==> src/rtl/param_data_memory.sv <==
// rtl/param_data_memory.sv - word-addressed RAM with post-reset clear sweep and fixed-latency responses
// Optional error counter output guarded by DMEM_ERR_COUNT_EN.
module param_data_memory #(
    parameter int DATA_W     = 12,
    parameter int ADDR_W     = 12,
    parameter int DEPTH      = 24,
    parameter int RD_LATENCY = 1
) (
    input  logic              clk,
    input  logic              reset,
    output logic              init_done,
    input  logic              req_valid,
    output logic              req_ready,
    input  logic              req_we,
    input  logic [ADDR_W-1:0] req_addr,
    input  logic [DATA_W-1:0] req_wdata,
    output logic              rsp_valid,
    output logic              rsp_we,
    output logic [DATA_W-1:0] rsp_rdata,
    output logic              rsp_err
`ifdef DMEM_ERR_COUNT_EN
    ,
    output logic [7:0]        err_count
`endif
);

    localparam int IDX_W = (DEPTH > 1) ? $clog2(DEPTH) : 1;

    typedef enum logic {INIT, RUN} state_t;

    state_t            state;
    logic [IDX_W-1:0]  cnt;
    logic [DATA_W-1:0] mem [DEPTH];

    logic              pipe_valid [RD_LATENCY];
    logic              pipe_we    [RD_LATENCY];
    logic              pipe_err   [RD_LATENCY];
    logic [DATA_W-1:0] pipe_rdata [RD_LATENCY];

    logic             accept;
    logic             addr_err;
    logic [IDX_W-1:0] idx;

    // Compare one bit wider so DEPTH == 2**ADDR_W does not wrap to zero.
    assign addr_err  = ({1'b0, req_addr} >= (ADDR_W + 1)'(DEPTH));
    assign idx       = req_addr[IDX_W-1:0];
    assign req_ready = (state == RUN);
    assign init_done = (state == RUN);
    assign accept    = req_valid && req_ready;

    always_ff @(posedge clk) begin
        if (reset) begin
            state <= INIT;
            cnt   <= '0;
        end else if (state == INIT) begin
            cnt <= cnt + 1'b1;
            if (cnt == IDX_W'(DEPTH - 1))
                state <= RUN;
        end
    end

    // Reset has priority: nothing is written on a reset edge, the sweep clears afterwards.
    always_ff @(posedge clk) begin
        if (!reset) begin
            if (state == INIT)
                mem[cnt] <= '0;
            else if (accept && req_we && !addr_err)
                mem[idx] <= req_wdata;
        end
    end

    // Payload is forced to zero whenever a stage is empty, so idle outputs read as zero.
    always_ff @(posedge clk) begin
        if (reset) begin
            for (int k = 0; k < RD_LATENCY; k++) begin
                pipe_valid[k] <= 1'b0;
                pipe_we[k]    <= 1'b0;
                pipe_err[k]   <= 1'b0;
                pipe_rdata[k] <= '0;
            end
        end else begin
            pipe_valid[0] <= accept;
            pipe_we[0]    <= accept && req_we;
            pipe_err[0]   <= accept && addr_err;
            pipe_rdata[0] <= (accept && !req_we && !addr_err) ? mem[idx] : '0;
            for (int k = 1; k < RD_LATENCY; k++) begin
                pipe_valid[k] <= pipe_valid[k-1];
                pipe_we[k]    <= pipe_we[k-1];
                pipe_err[k]   <= pipe_err[k-1];
                pipe_rdata[k] <= pipe_rdata[k-1];
            end
        end
    end

    assign rsp_valid = pipe_valid[RD_LATENCY-1];
    assign rsp_we    = pipe_we[RD_LATENCY-1];
    assign rsp_err   = pipe_err[RD_LATENCY-1];
    assign rsp_rdata = pipe_rdata[RD_LATENCY-1];

`ifdef DMEM_ERR_COUNT_EN
    always_ff @(posedge clk) begin
        if (reset)
            err_count <= '0;
        else if (accept && addr_err && err_count != 8'hFF)
            err_count <= err_count + 8'd1;
    end
`endif

endmodule

==> config.mk <==
export PLATFORM = sky130hd
export DESIGN_NAME = param_data_memory
export DESIGN_NICKNAME = d
export VERILOG_FILES = /design/src/rtl/param_data_memory.sv
export SDC_FILE = /design/constraint.sdc
export NUM_CORES = 1
export LEC_CHECK = 0
export CAP_MARGIN = 20
export CORE_MARGIN = 2
export CORE_UTILIZATION = 35
export CTS_CLUSTER_DIAMETER = 60
export DETAILED_ROUTE_END_ITERATION = 10
export GPL_TIMING_DRIVEN = 0
export PLACE_DENSITY_LB_ADDON = 0.12
export SLEW_MARGIN = 10
export SYNTH_ARGS = -nofsm -noshare
export SYNTH_HDL_FRONTEND = slang
export SYNTH_SLANG_ARGS = --single-unit
==> constraint.sdc <==
create_clock -name clk -period 3.8 [get_ports clk]
set_input_delay 0.57 -clock clk [delete_from_list [all_inputs] [get_ports clk]]
set_output_delay 0.57 -clock clk [all_outputs]
set_load 0.02 [all_outputs]
==> results.txt, run 1 <==
Die Ht - 189.6 um
sequential area share after synthesis - 0.7521
full die area - 0.03595 mm^2
worst vdd ir - 0.0002864 V
Ys Warns - 0
starting density of the core - 0.3578
Setup CP Type - primary input to flop
cell-internal power - 0.005908 W
worst slack on hold paths - 0.2612 ns
most common cell after layout, fill and taps aside - edfxtp_1
Placed Area - 0.01355 mm^2
clock sinks - 309
DRC violations left - 0
XOR/XNOR Fraction of Synth Area - 0.002905
crit path DAT - 3.57 ns
switching share of power - 0.1976
I/O pin count - 45
Routed WL - 30180 um
Max Fclk - 0.2976 GHz
Routed Antenna Nets - 0
Setup crit start kind - primary input
post-synthesis mux area share - 0.1533
Flop pwr share - 0.503
latest clock arrival within the worst-skew pair - 0.51 ns
vias in the first global route - 6590
H-Tree Depth - 2
Hold Path Class - primary input to flop
gr usage total - 0.1708
clock power share - 0.464
placed instance count - 1149
detailed-route via count - 6286
Final min period - 3.361 ns
Setup crit end kind - flop
Synth Area in Adders - 0.001038
HPWL Detailed - 20340 um
IO buf count - 40
register area - 0.009069 mm^2
pwr/cell area - 497.5 mW/mm^2
post-synth net total - 643
largest net degree at the start of global routing - 25
Gate power share - 0.033
post-cts resize count - 0
fillers - 2957
setup violators final - 0
fin area - 0.01480 mm^2
Power, Total - 0.007364 W
CTS tree - done
count of cell types in the netlist - 37
status - complete, no violations
routability cong. - 0.8135
Area Overhead vs Synth - 22.75%
core area - 0.03370 mm^2
Clock Path Buffers - 3
Layout Cells excl Fill - 1216
Clock Skews - 0.01624 ns
sw power - 0.001455 W
DRT iter0 DRCs - 546
final hold violation count - 0
hold-fix buffers at CTS - 0
Worst EP required - 4.01 ns
simple-gate share of the synthesized area - 0.06101
commonest cells after routing, fill and taps aside - 288 x edfxtp_1, 75 x nand2_1, 72 x mux4_2, 40 x clkdlybuf4s50_1, 37 x clkbuf_16
Avg WL per Cell - 24.82 um
Post-CTS Setup Bufs - 0
CTS Buf Count - 37
Least-Margin Pin Slew - 1.166 ns
Syn Std Cell Area - 0.01206 mm^2
share of cells above drive strength 1 - 0.2878
relative slew slack - 0.2002
multi-input logic area - 0.002939 mm^2
Overflow after GRT - 0
antenna cells - 0
Rows - 67
Die W - 189.6 um
Synth Area in Compound Gates - 0.01297
via/cell ratio - 5.169
Max Transition Viols Final - 0
global-route wire length before repair - 43850 um
unrepaired setup endpoints after global routing - false
max-capacitance violation count - 0
CTS clk-pin slew, worst paths - 0.05 ns
synthesized instance count - 614
Max FO, Critical Path - 10
Leak - 5.473 nW
synthesized area per cell - 19.64 um^2
total iterations of the first detailed-routing run - 4
register bit total from synthesis - 309
largest family of logic cells by synthesized area - multiplexers
initial antenna violation count - 0
Nets - 773
CTS root buffer - clkbuf_16
Final period util - 0.8844
## cell type report
| class | count | share of cell area |
|---|---|---|
| Sequential cell | 309 | 0.6127 |
| Multi-Input combinational cell | 265 | 0.1986 |
| Clock buffer | 43 | 0.06408 |
| Timing Repair Buffer | 91 | 0.05833 |
| Tap cell | 448 | 0.03787 |
| Clock inverter | 20 | 0.01479 |
| Buffer | 35 | 0.01234 |
| Inverter | 5 | 0.001268 |
## synth_stat cells (all sizes together)
| cell type | n | area share |
|---|---|---|
| a21oi | 1 | 0.00041 |
| xor2 | 2 | 0.0015 |
| nand3 | 1 | 0.00041 |
| nor4 | 26 | 0.013 |
| a22oi | 1 | 0.00062 |
| xnor2 | 2 | 0.0015 |
| and2 | 14 | 0.0073 |
| nor2 | 10 | 0.0031 |
| nand3b | 2 | 0.0023 |
| mux2i | 17 | 0.014 |
| a32oi | 1 | 0.00073 |
| and4 | 1 | 0.00093 |
| nand2 | 75 | 0.023 |
| nor2b | 1 | 0.00052 |
| dfxtp | 21 | 0.035 |
| nor4b | 1 | 0.00073 |
| or4 | 1 | 0.00062 |
| mux4 | 72 | 0.13 |
| nand4b | 2 | 0.0015 |
| mux2 | 4 | 0.0047 |
| buf | 20 | 0.010 |
| nor3 | 14 | 0.0058 |
| clkbuf | 15 | 0.0047 |
| nand2b | 1 | 0.00052 |
| edfxtp | 288 | 0.72 |
| a221o | 12 | 0.010 |
| a31oi | 1 | 0.00052 |
| ha | 1 | 0.0010 |
| a41oi | 1 | 0.00073 |
| inv | 5 | 0.0016 |
| and3 | 1 | 0.00052 |
## kinds of logic (layout without fill, tap and decap cells)
kind of cell	Yosys count	in the layout
multiplexers	93	93
AO/OA/AOI/OAI	17	17
AND/OR/NAND/NOR	150	150
adder cells (fa/ha/maj)	1	1
XOR/XNOR	4	4
buffers and inverters	40	194
flip-flops	309	309
## power groups by stage
stage                     registers, W  logic (W)  clock network [W]
after floorplan                0.00377   0.000140                  0
after global placement         0.00377   0.000228                  0
after detailed placement       0.00377   0.000246                  0
after CTS                      0.00370   0.000248            0.00349
after global routing           0.00370   0.000263            0.00362
final                          0.00370   0.000244            0.00342
## sequential cells by signal, summed over array words and instances (netlist names)
signal	flops
init_done	1
pipe_rdata	12
mem	288
pipe_valid	1
pipe_we	1
cnt	5
pipe_err	1
## stage by stage
step,setup TNS (ns),setup WS [ns],utilization
2_1_floorplan,0,0.3515,-
3_3_place_gp,-347.22,-1.398,0.3863
3_5_place_dp,-1.494,-0.1430,0.4020
4_1_cts,0,0.3752,0.4366
5_1_grt,0,0.2202,0.4392
6_report,0,0.4394,0.4392
## routing by layer
| layer | routed length, um | up-vias | global-route usage |
|---|---|---|---|
| li1 | - | 2763 | - |
| met1 | 13430 | 3285 | 0.2349 |
| met2 | 13980 | 178 | 0.2670 |
| met3 | 1466 | 60 | 0.02675 |
| met4 | 1307 | 0 | 0.08289 |
| met5 | 0 | - | 0 |
## path summary, 6_finish.rpt
check,start,endpoint,slack (ns),cells past startpoint
setup / recovery,req_addr[11],mem[22][2]$_DFFE_PP_,0.44,9
hold / removal,reset,cnt[3]$_SDFFE_PP0N_,0.26,2
setup reg to reg,init_done$_SDFF_PP0_,mem[22][2]$_DFFE_PP_,0.64,10
hold reg to reg,cnt[0]$_SDFFE_PP0N_,cnt[0]$_SDFFE_PP0N_,0.60,2
## critical path, cell delays in order
cell,delay (ns)
clkdlybuf4s50_1,0.40
nor4_1,0.43
and4_4,0.30
buf_6,0.13
buf_4,0.18
mux2_4,0.38
nor4_2,0.74
buf_4,0.27
buf_4,0.16
Note: power is estimated with default switching activity, not from simulation.
==> inputs of run 2 (changes only) <==
--- a/config.mk
+++ b/config.mk
@@ -5,6 +5,7 @@
 export SDC_FILE = /design/constraint.sdc
 export NUM_CORES = 1
 export LEC_CHECK = 0
+export ABC_CLOCK_PERIOD_IN_PS = 3800
 export CAP_MARGIN = 20
 export CORE_MARGIN = 2
 export CORE_UTILIZATION = 35
==> results of run 2 <==
Final layout, timing and power as in run 1 (identical DEF).
==> variant 1 (flow settings as in run 1) <==
Build with the macro `DMEM_ERR_COUNT_EN` defined.
--- a/src/rtl/param_data_memory.sv
+++ b/src/rtl/param_data_memory.sv
@@ -1,4 +1,6 @@
 // rtl/param_data_memory.sv - word-addressed RAM with post-reset clear sweep and fixed-latency responses
 // Optional error counter output guarded by DMEM_ERR_COUNT_EN.
+`define DMEM_ERR_COUNT_EN
+
 module param_data_memory #(
     parameter int DATA_W     = 12,
Formal check against the unedited RTL (old outputs only; new: err_count): equivalent (equiv_simple and equiv_induct, registers matched by name and starting in step).
==> variant 1 against run 1 <==
First-iteration DRC count fell by 13%. Critical path depth is 1 lower. Core utilization is 0.54 points lower. Wire length increased by 4.2%. Sequential cell count up 8. Synthesized cell count fell by 0.16%. Worst setup slack worse by 0.24 ns. Clock skew is 0.0071 ns higher. Cell area rose by 3.5%. Largest cell class unchanged. Power rose by 0.80%. Count of clock-buffer cells in the layout is 1 lower. Global-route usage up 0.32 points. Synthesized area grew 3.5%. Highest routed layer unchanged. Critical endpoint is now mem[5][4]$_DFFE_PP_. Die area up 3.4%.
==> variant 1: results (changes against run 1) <==
Worst Hold End=err_count[7]$_SDFFE_PP0P_ (was cnt[3]$_SDFFE_PP0N_); synth top area cells=edfxtp_1, mux4_2, dfxtp_1, mux2_2, nor4_1 (was edfxtp_1, mux4_2, dfxtp_1, nand2_1, mux2i_1); met2 wire length=16.1 mm (was 14.0 mm); mux cell area share after synthesis=17.1% (was 15.3%); Netlist cell types=46 (was 37); FF-to-FF path depth=8 (was 10); post-synthesis adder-cell area fraction=0.201% (was 0.104%); GP Congestion=0.763 (was 0.814); LEAKAGE=0.00553 uW (was 0.00547 uW); reg2reg setup slack=0.46 ns (was 0.64 ns); Layout Skew=0.0234 ns (was 0.0162 ns); Final Non-Filler Cells=1239 (was 1216); via count=6516 (was 6286); GRT Total Usage=17.4% (was 17.1%); non-clock buffer share of cell area=6.86% (was 7.07%); Largest regs=mem: 288 flops, pipe_rdata: 12 flops, err_count: 8 flops (was mem: 288 flops, pipe_rdata: 12 flops, cnt: 5 flops); R2R Path End=mem[5][4]$_DFFE_PP_ (was mem[22][2]$_DFFE_PP_); Multi-input gate area=3280 um^2 (was 2940 um^2); storage element area=9230 um^2 (was 9070 um^2); cts repair resizes=4 (was 0); largest stage delay on the critical path=0.62 ns (was 0.74 ns); vias in the first global route=6892 (was 6590); Starting Density=35.3% (was 35.8%); Non-Clock Buffer Count=134 (was 126); Avg WL per Cell=25.4 um (was 24.8 um); slew of the pin with the lowest slew margin=1.12 ns (was 1.17 ns); Synth Area in XOR/XNOR=0.281% (was 0.291%); GR Util met3=2.56% (was 2.67%); Reg power frac=51.0% (was 50.3%); layout cells sized above 1=32.7% (was 28.8%); status=finished clean (unchanged); sequential share of the synthesized area=74.0% (was 75.2%); dpl hpwl=21.7 mm (was 20.3 mm); post-synthesis compound-gate area fraction=2.22% (was 1.30%); Power Internal=5900 uW (was 5910 uW); clk tree area frac=7.57% (was 7.89%); crit path DAT=3.84 ns (was 3.57 ns)
[variant 1: changes by cell type after synthesis, sizes merged, moves of 4 or more]
cell,delta
mux2,+25
clkbuf,+4
or4,+5
o31ai,+4
nand3,+5
a21oi,+6
nand2,-72
dfxtp,+8
[variant 1: cell families after synthesis]
logic type	after synthesis
buf+inv	41
mux	119
xor+xnor	4
flops	317
fa+ha+maj	2
compound gates	33
simple gates	97
[variant 1: metrics by stage]
| stage | power [uW] | setup TNS (ns) | setup WS, ns | hold WS (ns) | cell area (um^2) |
|---|---|---|---|---|---|
| 2_1_floorplan | 4000 | -21.39 | -0.173 | 0.516 | 12500 |
| 3_3_place_gp | 4090 | -545.17 | -2.23 | 0.490 | 13600 |
| 3_5_place_dp | 4110 | -116.43 | -0.612 | 0.486 | 14000 |
| 4_1_cts | 7500 | 0 | 0.0186 | 0.493 | 15200 |
| 5_1_grt | 7650 | 0 | 0.0929 | 0.510 | 15300 |
| 6_report | 7420 | 0 | 0.201 | 0.494 | 15300 |
[variant 1: worst max path at each step]
stage | from | end | slack (ns) | cells past startpoint
4_1_cts | req_addr[11] | mem[18][9]$_DFFE_PP_ | 0.02 | 8
3_5_place_dp | req_addr[11] | mem[5][4]$_DFFE_PP_ | -0.61 | 8
6_report | req_addr[10] | mem[5][4]$_DFFE_PP_ | 0.20 | 8
2_1_floorplan | req_addr[11] | mem[16][0]$_DFFE_PP_ | -0.17 | 5
3_3_place_gp | req_addr[11] | mem[6][4]$_DFFE_PP_ | -2.23 | 6
5_1_grt | req_addr[10] | mem[16][6]$_DFFE_PP_ | 0.09 | 8
[variant 1: worst reg2reg max path, delay by kind of cell, from the launching register on]
family,cells,cell delay [ns]
AOI/OAI and AO/OA,1,0.58
muxes,1,0.51
and+or+nand+nor,2,0.69
DFF,1,0.37
buffers and inverters,4,0.94
==> variant 2 (config.mk and constraints of run 1) <==
Without the edit above. Register the output `rsp_err`, without a reset; this adds one clock of latency there. The other outputs are not delayed to match.
--- a/src/rtl/param_data_memory.sv
+++ b/src/rtl/param_data_memory.sv
@@ -95,5 +95,7 @@
     assign rsp_valid = pipe_valid[RD_LATENCY-1];
     assign rsp_we    = pipe_we[RD_LATENCY-1];
-    assign rsp_err   = pipe_err[RD_LATENCY-1];
+    always_ff @(posedge clk) begin
+        rsp_err <= pipe_err[RD_LATENCY-1];
+    end
     assign rsp_rdata = pipe_rdata[RD_LATENCY-1];
 
Check against the original RTL: no difference found for any inputs over 4 cycles, from zero or initial values and one cycle with reset high; that may be too few to reach the edited logic, so the function may still have changed.
==> variant 2 against run 1 <==
Clock skew fell by 0.0033 ns. Critical path depth fell by 2. Register-to-register slack got worse by 0.31 ns. Wire length fell by 4.8%. Sequential cell count rose by 1. Power fell by 1.5%. Core utilization fell by 0.54 points. Worst setup slack got worse by 0.26 ns. Count of clock-buffer cells in the layout did not move. Cell area fell by 1.7%. Sequential share of layout area rose by 1.2 points. Hold slack improved by 0.064 ns. Combinational power rose by 11%. Synthesized area fell by 1.3%. Highest routed layer unchanged.
==> variant 2: results (changes against run 1) <==
min-delay worst type=reg2reg (was in2reg); Ys Warns=0 (unchanged); first drt pass iteration count=6 (was 4); vias in the first global route=6330 (was 6590); LEAKAGE=0.00522 uW (was 0.00547 uW); dpl ws=-0.316 ns (was -0.143 ns); FF-to-FF path depth=7 (was 10); layout cells sized above 1=32.5% (was 28.8%); port bufs=39 (was 40); largest net degree at the start of global routing=25 (unchanged); First DRT Iteration DRCs=465 (was 546); status=finished clean (unchanged); Synth top cells by count=edfxtp_1, mux4_2, nor4_1 (was edfxtp_1, nand2_1, mux4_2); dpl cells=1082 (was 1149); dpl hpwl=19.9 mm (was 20.3 mm); post-synthesis adder-cell area fraction=0.105% (was 0.104%); GP Congestion=0.850 (was 0.814); post-synthesis area per instance=21.6 um^2 (was 19.6 um^2); Worst Hold End=rsp_err$_DFF_P_ (was cnt[3]$_SDFFE_PP0N_); clock buffer count from CTS=35 (was 37); sequential share of the synthesized area=76.3% (was 75.2%); Synth Area in XOR/XNOR=0.294% (was 0.291%); crit path DAT=3.84 ns (was 3.57 ns); syn nets=579 (was 643); maximum fanout along the worst path=10 (unchanged); Hold Path Cell Cnt=0 (was 2); Final Non-Filler Cells=1144 (was 1216); via count=5904 (was 6286); Max-slew headroom=29.2% (was 20.0%); Post-Route WL=28.7 mm (was 30.2 mm); final setup margin=0.180 ns (was 0.439 ns); cts repair resizes=0 (unchanged); number of enable flip-flop cells after synthesis=288 (unchanged); global-route wire length before repair=42.1 mm (was 43.8 mm); HP Start=pipe_err[0]$_SDFF_PP0_ (was reset); mux cell area share after synthesis=16.7% (was 15.3%); GRT Total Usage=16.5% (was 17.1%); Layout Skew=0.0129 ns (was 0.0162 ns); Max rail drop VDD=0.000346 V (was 0.000286 V); NumNets Final=703 (was 773); clock slew at reported path FFs=0.06 ns; post-synthesis compound-gate area fraction=1.23% (was 1.30%); Worst-Skew Late Latency=0.51 ns (about the same); final hold slack=0.325 ns (was 0.261 ns); R2R Path End=mem[5][0]$_DFFE_PP_ (was mem[22][2]$_DFFE_PP_); Area after DPL=13400 um^2 (was 13500 um^2); synth top area cells=edfxtp_1, mux4_2, dfxtp_1, nor4_1, nor2_1 (was edfxtp_1, mux4_2, dfxtp_1, nand2_1, mux2i_1); # Post-CTS Setup Buffers=0 (unchanged); reg2reg setup slack=0.33 ns (was 0.64 ns); Netlist cell types=34 (was 37)
==> variant 2: cell type report <==
| cell class | instances | area (um^2) |
|---|---|---|
| diodes | 1 | 2.50 |
| plain buffers | 32 | 159 |
| clock buffers | 43 | 948 |
| clock inverters | 15 | 153 |
| fillers | 2910 | 19000 |
| inverters | 5 | 18.8 |
| multi-input cells | 203 | 2830 |
| flip-flops and latches | 310 | 9090 |
| well taps | 448 | 561 |
| repair buffers | 87 | 791 |
==> variant 2: per-layer routing <==
| layer | global-route usage (%) | share of wire (%) | up-vias |
|---|---|---|---|
| met1 | 21.6 | 41 | 3132 |
| met3 | 3.41 | 7.1 | 38 |
| met4 | 5.20 | 2.3 | 0 |
| li1 | - | - | 2569 |
| met2 | 27.6 | 50 | 165 |
| met5 | 0 | 0 | - |
==> variant 2: worst max path at each step <==
stage,depth (start not counted),from,end
2_1_floorplan,5,req_addr[11],mem[10][0]$_DFFE_PP_
3_3_place_gp,6,req_addr[11],mem[5][0]$_DFFE_PP_
3_5_place_dp,7,req_addr[11],mem[4][1]$_DFFE_PP_
4_1_cts,7,req_addr[11],mem[5][0]$_DFFE_PP_
5_1_grt,7,req_addr[11],mem[5][1]$_DFFE_PP_
6_report,7,req_addr[11],mem[5][0]$_DFFE_PP_
==> variant 2: where the power goes <==
group / leakage, uW / total, uW / internal [uW] / switching [uW]
Sequential: 0.00338 / 3710 / 3700 / 9.10
Clock: 0.000544 / 3270 / 1970 / 1300
Combinational: 0.00129 / 270 / 117 / 153
Total: 0.00522 / 7250 / 5790 / 1460
==> variant 2: critical path: stages <==
cell,delay [ns]
clkdlybuf4s50_1,0.41
or4_4,0.56
a2111oi_4,0.60
mux2_2,0.51
buf_4,0.22
nor4_2,0.66
buf_4,0.29
